===== src/rtl/jzjpcc_pkg.sv =====
// Shared encodings for the jzjpcc execute stage: operand-mux modes,
// ALU operation codes (RV32I funct3 encoding) and rd source selects.
package jzjpcc_pkg;

  // Operand selection applied before the ALU
  localparam logic [1:0] MUX_RS1_RS2  = 2'b00;
  localparam logic [1:0] MUX_RS1_IMM  = 2'b01;
  localparam logic [1:0] MUX_PC_IMM   = 2'b10;  // auipc
  localparam logic [1:0] MUX_ZERO_IMM = 2'b11;  // lui

  // ALU operations, identical to the RV32I OP/OP-IMM funct3 field
  localparam logic [2:0] ALU_ADD_SUB = 3'b000;
  localparam logic [2:0] ALU_SLL     = 3'b001;
  localparam logic [2:0] ALU_SLT     = 3'b010;
  localparam logic [2:0] ALU_SLTU    = 3'b011;
  localparam logic [2:0] ALU_XOR     = 3'b100;
  localparam logic [2:0] ALU_SRL_SRA = 3'b101;
  localparam logic [2:0] ALU_OR      = 3'b110;
  localparam logic [2:0] ALU_AND     = 3'b111;

  // Where the memory stage takes the rd write value from
  localparam logic RD_SRC_ALU = 1'b0;
  localparam logic RD_SRC_MEM = 1'b1;

endpackage


===== src/rtl/jzjpcc_execute_if.sv =====
// Decode -> execute bundle. These are registered decode-stage fields with
// no handshake: the execute stage consumes them every cycle, and flow
// control comes only from the hazard unit's flush/stall on the execute
// module itself. The decode modport drives, the execute modport consumes.
interface jzjpcc_execute_if #(
  parameter int PC_MAX_B = 31
);
  logic              rdWriteEnable;
  logic              memoryWriteEnable;
  logic              rdSource;
  logic [2:0]        aluOperation;
  logic              aluMod;
  logic [1:0]        aluMuxMode;
  logic [4:0]        rdAddr;
  logic [2:0]        funct3;
  logic [31:0]       immediate;
  logic [PC_MAX_B:2] currentPC;
  logic [31:0]       rs1;
  logic [31:0]       rs2;
  logic [4:0]        rs1Addr;
  logic [4:0]        rs2Addr;

  modport decode (
    output rdWriteEnable, memoryWriteEnable, rdSource, aluOperation, aluMod,
           aluMuxMode, rdAddr, funct3, immediate, currentPC, rs1, rs2,
           rs1Addr, rs2Addr
  );

  modport execute (
    input rdWriteEnable, memoryWriteEnable, rdSource, aluOperation, aluMod,
          aluMuxMode, rdAddr, funct3, immediate, currentPC, rs1, rs2,
          rs1Addr, rs2Addr
  );
endinterface


===== src/rtl/jzjpcc_execute_alu.sv =====
// Combinational RV32I ALU. Shift amounts use only b[4:0]; all arithmetic
// wraps modulo 2^32.
module jzjpcc_alu
  import jzjpcc_pkg::*;
(
  input  logic [31:0] a,
  input  logic [31:0] b,
  input  logic [2:0]  alu_operation,
  input  logic        alu_mod,
  output logic [31:0] result
);

  // Operation select; alu_mod picks sub over add and arithmetic over logical right shift
  always_comb begin
    result = '0;
    case (alu_operation)
      ALU_ADD_SUB: result = alu_mod ? (a - b) : (a + b);
      ALU_SLL:     result = a << b[4:0];
      ALU_SLT:     result = {31'b0, ($signed(a) < $signed(b))};
      ALU_SLTU:    result = {31'b0, (a < b)};
      ALU_XOR:     result = a ^ b;
      ALU_SRL_SRA: result = alu_mod ? 32'($signed(a) >>> b[4:0]) : (a >> b[4:0]);
      ALU_OR:      result = a | b;
      ALU_AND:     result = a & b;
      default:     result = '0;
    endcase
  end

endmodule


===== src/rtl/jzjpcc_execute.sv =====
// Execute stage: forwards rs1/rs2 from memory and writeback, picks ALU
// operands, and registers the result plus control into the EX/MEM register.
// PC_MAX_B must match the parameter of the connected interface instance.
module jzjpcc_execute
  import jzjpcc_pkg::*;
#(
  parameter int PC_MAX_B = 31
) (
  input  logic                      clock,
  input  logic                      reset,
  jzjpcc_execute_if.execute         executeIF,
  output logic [4:0]                rdAddr_memory,
  output logic                      rdWriteEnable_memory,
  output logic                      memoryWriteEnable_memory,
  output logic                      rdSource_memory,
  output logic [2:0]                funct3_memory,
  output logic [31:0]               aluResult_memory,
  output logic [31:0]               rs2_memory,
  input  logic [4:0]                rdAddr_writeback,
  input  logic                      rdWriteEnable_writeback,
  input  logic [31:0]               rdWriteData_writeback,
  input  logic                      flush_memory,
  input  logic                      stall_memory
);

  logic [31:0] fwd_rs1;
  logic [31:0] fwd_rs2;
  logic [31:0] pc_extended;
  logic [31:0] operand_a;
  logic [31:0] operand_b;
  logic [31:0] alu_result;

  // x0 is never forwarded; a load in the memory stage is never forwarded
  // because its data does not exist yet (the hazard unit stalls instead).
  // The memory stage is younger than writeback, so it wins.
  function automatic logic [31:0] forward(input logic [4:0]  addr,
                                          input logic [31:0] if_value,
                                          input logic        mem_we,
                                          input logic        mem_src,
                                          input logic [4:0]  mem_rd,
                                          input logic [31:0] mem_value,
                                          input logic        wb_we,
                                          input logic [4:0]  wb_rd,
                                          input logic [31:0] wb_value);
    if (addr == 5'd0)                                     return if_value;
    if (mem_we && (mem_src == RD_SRC_ALU) && (mem_rd == addr)) return mem_value;
    if (wb_we && (wb_rd == addr))                         return wb_value;
    return if_value;
  endfunction

  // Forwarded register operands
  always_comb begin
    fwd_rs1 = forward(executeIF.rs1Addr, executeIF.rs1,
                      rdWriteEnable_memory, rdSource_memory, rdAddr_memory,
                      aluResult_memory, rdWriteEnable_writeback,
                      rdAddr_writeback, rdWriteData_writeback);
    fwd_rs2 = forward(executeIF.rs2Addr, executeIF.rs2,
                      rdWriteEnable_memory, rdSource_memory, rdAddr_memory,
                      aluResult_memory, rdWriteEnable_writeback,
                      rdAddr_writeback, rdWriteData_writeback);
  end

  // Word-aligned PC back to a zero-extended byte address
  always_comb begin
    pc_extended = '0;
    pc_extended[PC_MAX_B:2] = executeIF.currentPC;
  end

  // Operand muxes: register/register, register/imm, auipc, lui
  always_comb begin
    operand_a = fwd_rs1;
    operand_b = fwd_rs2;
    case (executeIF.aluMuxMode)
      MUX_RS1_RS2:  begin operand_a = fwd_rs1;     operand_b = fwd_rs2;             end
      MUX_RS1_IMM:  begin operand_a = fwd_rs1;     operand_b = executeIF.immediate; end
      MUX_PC_IMM:   begin operand_a = pc_extended; operand_b = executeIF.immediate; end
      MUX_ZERO_IMM: begin operand_a = '0;          operand_b = executeIF.immediate; end
      default:      begin operand_a = fwd_rs1;     operand_b = fwd_rs2;             end
    endcase
  end

  jzjpcc_alu u_alu (
    .a             (operand_a),
    .b             (operand_b),
    .alu_operation (executeIF.aluOperation),
    .alu_mod       (executeIF.aluMod),
    .result        (alu_result)
  );

  // EX/MEM register: reset > flush (bubble, data still loads) > stall (hold) > load
  always_ff @(posedge clock) begin
    if (reset) begin
      rdAddr_memory            <= '0;
      rdWriteEnable_memory     <= 1'b0;
      memoryWriteEnable_memory <= 1'b0;
      rdSource_memory          <= 1'b0;
      funct3_memory            <= '0;
      aluResult_memory         <= '0;
      rs2_memory               <= '0;
    end else if (flush_memory || !stall_memory) begin
      rdAddr_memory            <= executeIF.rdAddr;
      rdWriteEnable_memory     <= flush_memory ? 1'b0 : executeIF.rdWriteEnable;
      memoryWriteEnable_memory <= flush_memory ? 1'b0 : executeIF.memoryWriteEnable;
      rdSource_memory          <= executeIF.rdSource;
      funct3_memory            <= executeIF.funct3;
      aluResult_memory         <= alu_result;
      rs2_memory               <= fwd_rs2;
    end
  end

endmodule


===== src/flat_wrapper.sv =====
// flat-port wrapper written by rule: the top's interface ports become plain ports
module jzjpcc_execute_flat import jzjpcc_pkg::*;
#(
  parameter int PC_MAX_B = 31
)
  (clock, reset, rdAddr_memory, rdWriteEnable_memory, memoryWriteEnable_memory, rdSource_memory, funct3_memory, aluResult_memory, rs2_memory, rdAddr_writeback, rdWriteEnable_writeback, rdWriteData_writeback, flush_memory, stall_memory, executeIF_rdWriteEnable, executeIF_memoryWriteEnable, executeIF_rdSource, executeIF_aluOperation, executeIF_aluMod, executeIF_aluMuxMode, executeIF_rdAddr, executeIF_funct3, executeIF_immediate, executeIF_currentPC, executeIF_rs1, executeIF_rs2, executeIF_rs1Addr, executeIF_rs2Addr);
  jzjpcc_execute_if #(.PC_MAX_B(PC_MAX_B)) executeIF_i ();
  input  logic clock;
  input  logic reset;
  output logic [4:0] rdAddr_memory;
  output logic rdWriteEnable_memory;
  output logic memoryWriteEnable_memory;
  output logic rdSource_memory;
  output logic [2:0] funct3_memory;
  output logic [31:0] aluResult_memory;
  output logic [31:0] rs2_memory;
  input  logic [4:0] rdAddr_writeback;
  input  logic rdWriteEnable_writeback;
  input  logic [31:0] rdWriteData_writeback;
  input  logic flush_memory;
  input  logic stall_memory;
  input wire logic [$bits(executeIF_i.rdWriteEnable)-1:0] executeIF_rdWriteEnable;
  input wire logic [$bits(executeIF_i.memoryWriteEnable)-1:0] executeIF_memoryWriteEnable;
  input wire logic [$bits(executeIF_i.rdSource)-1:0] executeIF_rdSource;
  input wire logic [$bits(executeIF_i.aluOperation)-1:0] executeIF_aluOperation;
  input wire logic [$bits(executeIF_i.aluMod)-1:0] executeIF_aluMod;
  input wire logic [$bits(executeIF_i.aluMuxMode)-1:0] executeIF_aluMuxMode;
  input wire logic [$bits(executeIF_i.rdAddr)-1:0] executeIF_rdAddr;
  input wire logic [$bits(executeIF_i.funct3)-1:0] executeIF_funct3;
  input wire logic [$bits(executeIF_i.immediate)-1:0] executeIF_immediate;
  input wire logic [$bits(executeIF_i.currentPC)-1:0] executeIF_currentPC;
  input wire logic [$bits(executeIF_i.rs1)-1:0] executeIF_rs1;
  input wire logic [$bits(executeIF_i.rs2)-1:0] executeIF_rs2;
  input wire logic [$bits(executeIF_i.rs1Addr)-1:0] executeIF_rs1Addr;
  input wire logic [$bits(executeIF_i.rs2Addr)-1:0] executeIF_rs2Addr;
  assign executeIF_i.rdWriteEnable = executeIF_rdWriteEnable;
  assign executeIF_i.memoryWriteEnable = executeIF_memoryWriteEnable;
  assign executeIF_i.rdSource = executeIF_rdSource;
  assign executeIF_i.aluOperation = executeIF_aluOperation;
  assign executeIF_i.aluMod = executeIF_aluMod;
  assign executeIF_i.aluMuxMode = executeIF_aluMuxMode;
  assign executeIF_i.rdAddr = executeIF_rdAddr;
  assign executeIF_i.funct3 = executeIF_funct3;
  assign executeIF_i.immediate = executeIF_immediate;
  assign executeIF_i.currentPC = executeIF_currentPC;
  assign executeIF_i.rs1 = executeIF_rs1;
  assign executeIF_i.rs2 = executeIF_rs2;
  assign executeIF_i.rs1Addr = executeIF_rs1Addr;
  assign executeIF_i.rs2Addr = executeIF_rs2Addr;
  jzjpcc_execute #(.PC_MAX_B(PC_MAX_B)) u_core (.clock(clock), .reset(reset), .executeIF(executeIF_i), .rdAddr_memory(rdAddr_memory), .rdWriteEnable_memory(rdWriteEnable_memory), .memoryWriteEnable_memory(memoryWriteEnable_memory), .rdSource_memory(rdSource_memory), .funct3_memory(funct3_memory), .aluResult_memory(aluResult_memory), .rs2_memory(rs2_memory), .rdAddr_writeback(rdAddr_writeback), .rdWriteEnable_writeback(rdWriteEnable_writeback), .rdWriteData_writeback(rdWriteData_writeback), .flush_memory(flush_memory), .stall_memory(stall_memory));
endmodule

===== config.mk =====
export PLATFORM = sky130hd
export DESIGN_NAME = jzjpcc_execute_flat
export DESIGN_NICKNAME = d
export VERILOG_FILES = /design/src/rtl/jzjpcc_pkg.sv /design/src/rtl/jzjpcc_execute_if.sv /design/src/rtl/jzjpcc_execute_alu.sv /design/src/rtl/jzjpcc_execute.sv /design/src/flat_wrapper.sv
export SDC_FILE = /design/constraint.sdc
export NUM_CORES = 1
export LEC_CHECK = 0
export CAP_MARGIN = 20
export CELL_PAD_IN_SITES_DETAIL_PLACEMENT = 0
export CELL_PAD_IN_SITES_GLOBAL_PLACEMENT = 1
export CORE_UTILIZATION = 39
export CTS_BUF_LIST = sky130_fd_sc_hd__clkbuf_8
export DETAILED_ROUTE_END_ITERATION = 10
export HOLD_SLACK_MARGIN = 0.06
export PLACE_DENSITY = 0.91
export SYNTH_ARGS = -nofsm -noshare
export SYNTH_HDL_FRONTEND = slang
export SYNTH_HIERARCHICAL = 1
export SYNTH_SLANG_ARGS = --single-unit

===== constraint.sdc =====
create_clock -name clock -period 7.4 [get_ports clock]
set_clock_uncertainty 0.05 [all_clocks]
set_input_delay 0.74 -clock clock [delete_from_list [all_inputs] [get_ports clock]]
set_output_delay 0.74 -clock clock [all_outputs]
set_load 0.03 [all_outputs]

=== After elaboration in Yosys (flattened, before gate mapping) ===
Index checks and enable logic that the tools add are counted.

* Bits in registers: 75

* Add/subtract/negate cells: 2
* Magnitude comparators: 2
* Equality and inequality tests: 14
* Shift operators: 3
* Multiplexer cells: 31
* Bitwise logic cells: 4
* Reductions and logical operators: 13

{| class="wikitable"
|+ Operator list
! cell !! number
|-
| two-way mux 32 bit || 14
|-
| one-hot mux 32 bit (8 select lines) || 1
|-
| one-hot mux 32 bit (3 select lines) || 1
|-
| < comparator 32 bit || 2
|-
| one-hot mux 32 bit (2 select lines) || 1
|-
| adder 32 bit || 1
|-
| AND 32 bit || 1
|-
| bitwise OR 32 bit || 1
|-
| << shifter 32 x 5 -> 32 bit || 1
|-
| right shift 32 x 5 -> 32 bit || 1
|-
| >>> shifter 32 x 5 -> 32 bit || 1
|-
| subtractor 32 bit || 1
|-
| bitwise XOR 32 bit || 1
|-
| equality test 5 bit || 4
|-
| two-way mux 1 bit || 14
|-
| equality test 3 bit, second input constant || 4
|-
| zero test 5 bit || 2
|-
| equality test 3 x 2 -> 1 bit, second input constant || 2
|-
| logical AND 1 bit || 5
|-
| equality test 2 bit, second input constant || 2
|-
| equality test 3 x 1 -> 1 bit, second input constant || 1
|-
| zero test 3 bit || 1
|-
| OR reduction 3 bit || 1
|-
| equality test 2 x 1 -> 1 bit, second input constant || 1
|-
| 5 further kinds || 5
|}

=== Logic depth before layout (Yosys ltp) ===
* Depth after elaboration: 14
* Depth in mapped cells: 24

=== By module ===
The synthesis kept the hierarchy.

{| class="wikitable"
|+ By module, submodules not included
! module !! instances !! cells an instance !! area an instance (sq um) !! sequential area each (sq um)
|-
| jzjpcc_alu || 1 || 1319 || 8784.7 || 0.0
|-
| jzjpcc_execute || 1 || 741 || 5368.9 || 1501.4
|}

=== Worst setup path before layout ===
Ideal clock, no wire load.

* Path type: input to register
* From: in executeIF_rs2Addr[1]
* To: reg u_core.aluResult_memory[26]
* Arrival time: 5434 ps
* Required time: 7218 ps
* Slack: 1784 ps
* Cell stages on the path: 23
* Buffers on the path: 6
* Path through: or4_1 -> or2_1 -> buf_6 -> buf_2 -> a32oi_1 -> a31oi_1 -> clkbuf_1 -> inv_1 -> buf_2 -> buf_1 -> buf_2 -> ha_1 -> nand2b_1 -> a21oi_1 -> o21a_2 -> o211ai_2 -> a311oi_1 -> o211ai_1 -> and3_1 -> or3_1 -> a31o_1 -> nand2_1 -> a21oi_1

* Longest elaborated chain between the ends: 12
* Elaborated cells on any way between the ends: 28

{| class="wikitable"
|+ RTL lines
! item !! RTL line !! source
|-
| start, declared || flat_wrapper.sv:35 || <nowiki>input wire logic [$bits(executeIF_i.rs2Addr)-1:0] executeIF_rs2Addr;</nowiki>
|-
| equality test 5 bit || jzjpcc_execute.sv:47 || <nowiki>if (wb_we && (wb_rd == addr)) return wb_value;</nowiki>
|-
| logical AND 1 bit || jzjpcc_execute.sv:47 ||
|-
| two-way mux 1 bit (2 in series) || jzjpcc_execute.sv:47 ||
|-
| two-way mux 1 bit || jzjpcc_execute.sv:46 || <nowiki>if (mem_we && (mem_src == RD_SRC_ALU) && (mem_rd == addr)) return mem_value;</nowiki>
|-
| two-way mux 32 bit || jzjpcc_execute.sv:48 || <nowiki>return if_value;</nowiki>
|-
| two-way mux 32 bit || jzjpcc_execute.sv:47 ||
|-
| two-way mux 32 bit (*) || jzjpcc_execute.sv:46 ||
|-
| one-hot mux 32 bit (2 select lines) (*) || jzjpcc_execute.sv:73 || <nowiki>case (executeIF.aluMuxMode)</nowiki>
|-
| via u_core.operand_b[2] || jzjpcc_execute.sv:30 || <nowiki>logic [31:0] operand_b;</nowiki>
|-
| adder 32 bit, or another cell as far along || jzjpcc_execute_alu.sv:17 || <nowiki>ALU_ADD_SUB: result = alu_mod ? (a - b) : (a + b);</nowiki>
|-
| two-way mux 32 bit, on equally long branches || jzjpcc_execute_alu.sv:17, jzjpcc_execute_alu.sv:22 ||
|-
| one-hot mux 32 bit (8 select lines) (*) || jzjpcc_execute_alu.sv:16 || <nowiki>case (alu_operation)</nowiki>
|-
| via u_core.alu_result[26] || jzjpcc_execute.sv:31 || <nowiki>logic [31:0] alu_result;</nowiki>
|-
| end signal, assigned || jzjpcc_execute.sv:106 || <nowiki>aluResult_memory <= alu_result;</nowiki>
|-
| end, declared || jzjpcc_execute.sv:17 || <nowiki>output logic [31:0] aluResult_memory,</nowiki>
|}

Mark *: on every way through the listed nets, which the timed path passes. The rest lies on a longest branch. The select of a mux whose other input is x is not followed.
A chain may end at the register's enable or synchronous reset.

=== Worst setup path after layout ===
* From: in rdAddr_writeback[2]
* To: reg u_core.aluResult_memory[27]

* Longest elaborated chain between the ends: 12
* Elaborated cells on any way between the ends: 31

{| class="wikitable"
|+ RTL lines
! item !! RTL line !! source
|-
| start, declared || flat_wrapper.sv:17 || <nowiki>input logic [4:0] rdAddr_writeback;</nowiki>
|-
| equality test 5 bit (*) || jzjpcc_execute.sv:47 ||
|-
| logical AND 1 bit (*) || jzjpcc_execute.sv:47 ||
|-
| two-way mux 1 bit (2 in series) || jzjpcc_execute.sv:47 ||
|-
| two-way mux 1 bit || jzjpcc_execute.sv:46 ||
|-
| two-way mux 32 bit (*) || jzjpcc_execute.sv:48 ||
|-
| two-way mux 32 bit (*) || jzjpcc_execute.sv:47 ||
|-
| two-way mux 32 bit (*) || jzjpcc_execute.sv:46 ||
|-
| one-hot mux 32 bit (2 select lines) (*) || jzjpcc_execute.sv:73 ||
|-
| via u_core.operand_b[18] || jzjpcc_execute.sv:30 ||
|-
| adder 32 bit or subtractor 32 bit (tied branches) || jzjpcc_execute_alu.sv:17 ||
|-
| two-way mux 32 bit (*) || jzjpcc_execute_alu.sv:17 ||
|-
| one-hot mux 32 bit (8 select lines) (*) || jzjpcc_execute_alu.sv:16 ||
|-
| via u_core.alu_result[27] || jzjpcc_execute.sv:31 ||
|}

Marked as above.

==> run summary <==
The run finished with clean final reports. Effective utilization at floorplan: 0.397. Counting tap cells, the placed design contains a total of 2,705 instances. The weighted congestion at the end of routability-driven global placement was 1.07. The primary flip-flop cell chosen by synthesis mapping was dfxtp_1. In this run the worst path has a maximum fanout of 19.

The number of buffers added by the clock tree synthesis step came out at 9. Each instance of the synthesized netlist takes up on average 6.87 um^2. TritonCTS built the clock tree.

The sequential cells in the finished layout cover a total of 1500 um^2. For the worst flop-to-flop path, the logic depth is 19. The first global-routing pass estimated 120,000 um of wire.

Yosys printed 6 warnings. The core footprint was 35,700 um^2; the slew at the pin closest to its max-slew limit was 1.17 ns. STA puts the critical path data required time at 7.60 ns.

Post-CTS timing repair inserted 0 buffers for setup. The most common cell in the netlist was nor2_1. The class of the most critical setup path was primary input to flip-flop.

Synthesis instantiated 88 different standard cells from the library. The clock net in this run drives a total of 75 sinks. The horizontal die dimension is 193 um. The most congested layer reported by global routing is met2. The most critical setup path has its endpoint at u_core/aluResult_memory[27]$_SDFFE_PP0P_.

The cell count after synthesis came out at 2,060. The top-area cell type share of the netlist area is 0.106, and the height of the die is 193 um. Fill cells in the final layout number 3,642. The combined area of the multi-input logic cells is 11,400 um^2, and the async set or reset register ratio after synthesis is 0. Final hold violation count: 0.

The final layout contains 2,552 nets. The count of final max-slew check failures was 0; the critical path depth was 20. The die covers 37,100 um^2.

Clock edge transition at the registers on the reported setup and hold paths: 0.09 ns. Setup repair after global routing left no endpoint under its margin. Hold buffer count at cts: 0. The DRC violation total after the first TritonRoute iteration was 2,802; the critical path data arrival time was 6.83 ns.

Fraction of the mapped netlist area in compound gates: 0.363. Utilization after layout: 0.498. The beginning of the critical path was rdAddr_writeback[2].

For the final routed database, the setup TNS stands at 0 ns. The power per unit of standard cell area is 139 nW/um^2. From synthesis to final layout, the design area changed by 25.5%.

The worst register-to-register path begins at u_core/rdAddr_memory[4]$_SDFFE_PP0P_. The synthesized netlist net count was 2,354; the number of buffers and inverters on the critical path was 4. The post-detailed-placement cell area was 17,500 um^2. Cell chosen for the clock root: clkbuf_8. The part of the power in combinational logic came out at 0.669. The design draws 2.47 mW. In the routed layout, each cell is associated on average with a via count of 6.72. The boundary pin count was 270. In this design, the largest share of critical-path delay is due to compound AO/OA/AOI/OAI gates. The worst setup path is launched from a primary input. The maximum VDD drop came out at 0.150 mV.

The flip-flop and latch count after synthesis was 75. dfxtp_1 takes more of the synthesized area than any other cell. Combined global-route utilization of all metal layers: 0.449.

The final layout contains routed wiring with a total length of 84,100 um. The xor and xnor fraction of the mapped netlist area was 0.0285. The tools report the minimum setup slack among reg-to-reg paths as 1.19 ns. Leaving out filler cells and counting taps, the final layout contains 2,728. Cell with the largest stage delay on the worst path: a211oi_4. The largest single stage delay on the critical path is 0.76 ns. Capture instance of the worst register-to-register path: u_core/aluResult_memory[27]$_SDFFE_PP0P_. For this design the total switching power over the nets is 1.30 mW. STA classifies the critical path endpoint as a flip-flop.

After legalization and detailed placement, the total HPWL measured 66,700 um. In this run the deepest clock path goes through 2 buffers. The count of buffers added on input and output ports is 269. The area fraction in and, or, nand and nor cells after synthesis is 0.204.

Setup violations remaining at the end of the flow were counted as 0. The path class of the lowest-slack min-delay path was flip-flop to flip-flop. The tools report the iteration count of the initial detailed-routing pass as 6. Sorting the synthesized cells by area gives the leading types as dfxtp_1 (11%), ha_1 (8.6%), o21ai_0 (6.2%). The switching share of power came out at 0.524. The global routing met3 resource utilization is 0.0738, and the count of flip-flops with a built-in enable after synthesis is 0. The met1 global-route usage came out at 0.566.

Walking the worst path, the cells encountered are clkdlybuf4s50_1 > xnor2_1 > nand4_1 > a211oi_4 > a32oi_1 > a31oi_1 > inv_1 > ha_1 > inv_1 > buf_4 > a21oi_1 > o31ai_1 > a221oi_1 > o21ai_0 > a21oi_1 > a21oi_1 > xnor2_1 > a221o_1 > nand2_1 > a21oi_1. The fraction of layout cells with a size suffix above 1 works out to 0.0932. The number of antenna violations at the first check in global routing came out at 3. For the internal cell power, the log shows 1.18 mW. The clock tree synthesis step divided the H-tree into 3 levels.

Global routing finished with a remaining overflow of 0. The tools report the maximum number of pins on one net before global-route repair as 106. Leakage power summed over all cells: 7.05 nW.

For the via total after detailed routing, the log shows 18.3k. The register share of total power was 0.198; the antenna violation net count after detailed routing was 0. The worst hold path was traced through 2 stages.

Worst slew margin relative to its limit: 0.205. After synthesis, the largest family of logic cells by area is compound AO/OA/AOI/OAI gates. After routing the design area is 17,800 um^2.

By instance count, the cell type seen most on the critical path is a21oi_1. After detailed routing, the average wire length per cell comes to 30.8 um. The worst path in the final design needs a cycle of 6.63 ns, including I/O delays and setup. The run gives 0 as the number of design rule violations left after detail routing. The tools report the post-synthesis cell area as 14,200 um^2. Static timing analysis puts the maximum clock frequency at 0.151 GHz.

Once the clock tree was built, the resizer swapped 0 gates to a different size. The tools report the latest clock arrival within the worst-skew pair as 0.39 ns. The adder and majority gate portion of the synthesized area was 0.0886; the final clock period utilization by the worst path was 0.896. The via count of the first global-routing pass came out at 17.1k.

The logs give 0.106 for the sequential-to-total area share from yosys stat and 69 for the floorplan row count. The logs give 0.134 for the relative contribution of the clock network to total power and 0 for the number of violations of the max-capacitance limit. The global-route met2 utilization came out at 0.704.

The multiplexer share of the synthesized area works out to 0.112. Sorting the synthesized cells by how often they occur yields nor2_1 (221), nand2_1 (211), o21ai_0 (176), a21oi_1 (173), inv_1 (147).
cells by family after synthesis:
| kind of cell | Yosys count |
|---|---|
| AO/OA/AOI/OAI | 761 |
| XOR/XNOR | 46 |
| adder cells (fa/ha/maj) | 99 |
| buffers and inverters | 340 |
| flip-flops | 75 |
| multiplexers | 104 |
| AND/OR/NAND/NOR | 635 |
worst min path at each step:
stage,startpoint,to
floorplan,u_core/funct3_memory[0]$_SDFFE_PP0P_,u_core/funct3_memory[0]$_SDFFE_PP0P_
global placement,u_core/funct3_memory[0]$_SDFFE_PP0P_,u_core/funct3_memory[0]$_SDFFE_PP0P_
detailed placement,u_core/funct3_memory[2]$_SDFFE_PP0P_,u_core/funct3_memory[2]$_SDFFE_PP0P_
CTS,u_core/funct3_memory[2]$_SDFFE_PP0P_,u_core/funct3_memory[2]$_SDFFE_PP0P_
global route,u_core/funct3_memory[2]$_SDFFE_PP0P_,u_core/funct3_memory[2]$_SDFFE_PP0P_
finish,u_core/funct3_memory[2]$_SDFFE_PP0P_,u_core/funct3_memory[2]$_SDFFE_PP0P_
layout make-up:
class,count,share of cell area
repair buffers,377,0.198
clock inverters,6,0.00303
clock buffers,10,0.00775
flip-flops and latches,75,0.0845
inverters,150,0.0317
well taps,461,0.0325
multi-input cells,1645,0.642
diodes,4,0.000564
power groups by stage:
| stage | combinational [mW] | sequential (mW) | clock [mW] |
|---|---|---|---|
| final | 1.65 | 0.489 | 0.330 |
| after global routing | 1.73 | 0.489 | 0.348 |
| after CTS | 1.59 | 0.486 | 0.331 |
| after detailed placement | 1.58 | 0.495 | 0 |
| after global placement | 1.59 | 0.496 | 0 |
| after floorplan | 0.857 | 0.531 | 0 |
registers in the layout, indices dropped and copies added, names as in the netlist:
signal	cells
u_core/funct3_memory	3
u_core/memoryWriteEnable_memory	1
u_core/rdAddr_memory	5
u_core/rs2_memory	32
u_core/rdWriteEnable_memory	1
u_core/aluResult_memory	32
u_core/rdSource_memory	1
through the flow:
stage / hold slack [ns] / setup slack, ns
2_1_floorplan: 0.530 / 1.78
3_3_place_gp: 0.389 / 0.247
3_5_place_dp: 0.396 / 0.525
4_1_cts: 0.407 / 0.892
5_1_grt: 0.438 / 0.487
6_report: 0.410 / 0.771
metal layers:
metal / wire length [um] / share of wire
met4: 6230 / 0.074
met2: 37300 / 0.44
met5: 0 / 0
met1: 32600 / 0.39
met3: 7950 / 0.095
worst min-delay path, stage by stage, from the launching register on:
cell and delay [ns]:
dfxtp_1 0.32, nand2_1 0.05, a21oi_1 0.05
cell usage in the layout, fill, tap and decap left out, types with 15 or more instances in the layout:
master / instances
xor2_1: 21
a31oi_1: 37
nor2_1: 216
a311oi_1: 40
a21oi_1: 173
and3_1: 37
buf_4: 104
a211oi_1: 24
and2_0: 22
xnor2_1: 25
mux2i_1: 58
o211ai_1: 28
mux4_2: 31
clkdlybuf4s50_1: 265
o21ai_0: 176
nor3_1: 25
o221ai_1: 36
a22oi_1: 15
a32oi_1: 27
ha_1: 97
nand3_1: 23
a21boi_0: 30
dfxtp_1: 75
nand2_1: 211
inv_1: 146
o311ai_1: 22
Power figures use the tool's default switching activity.
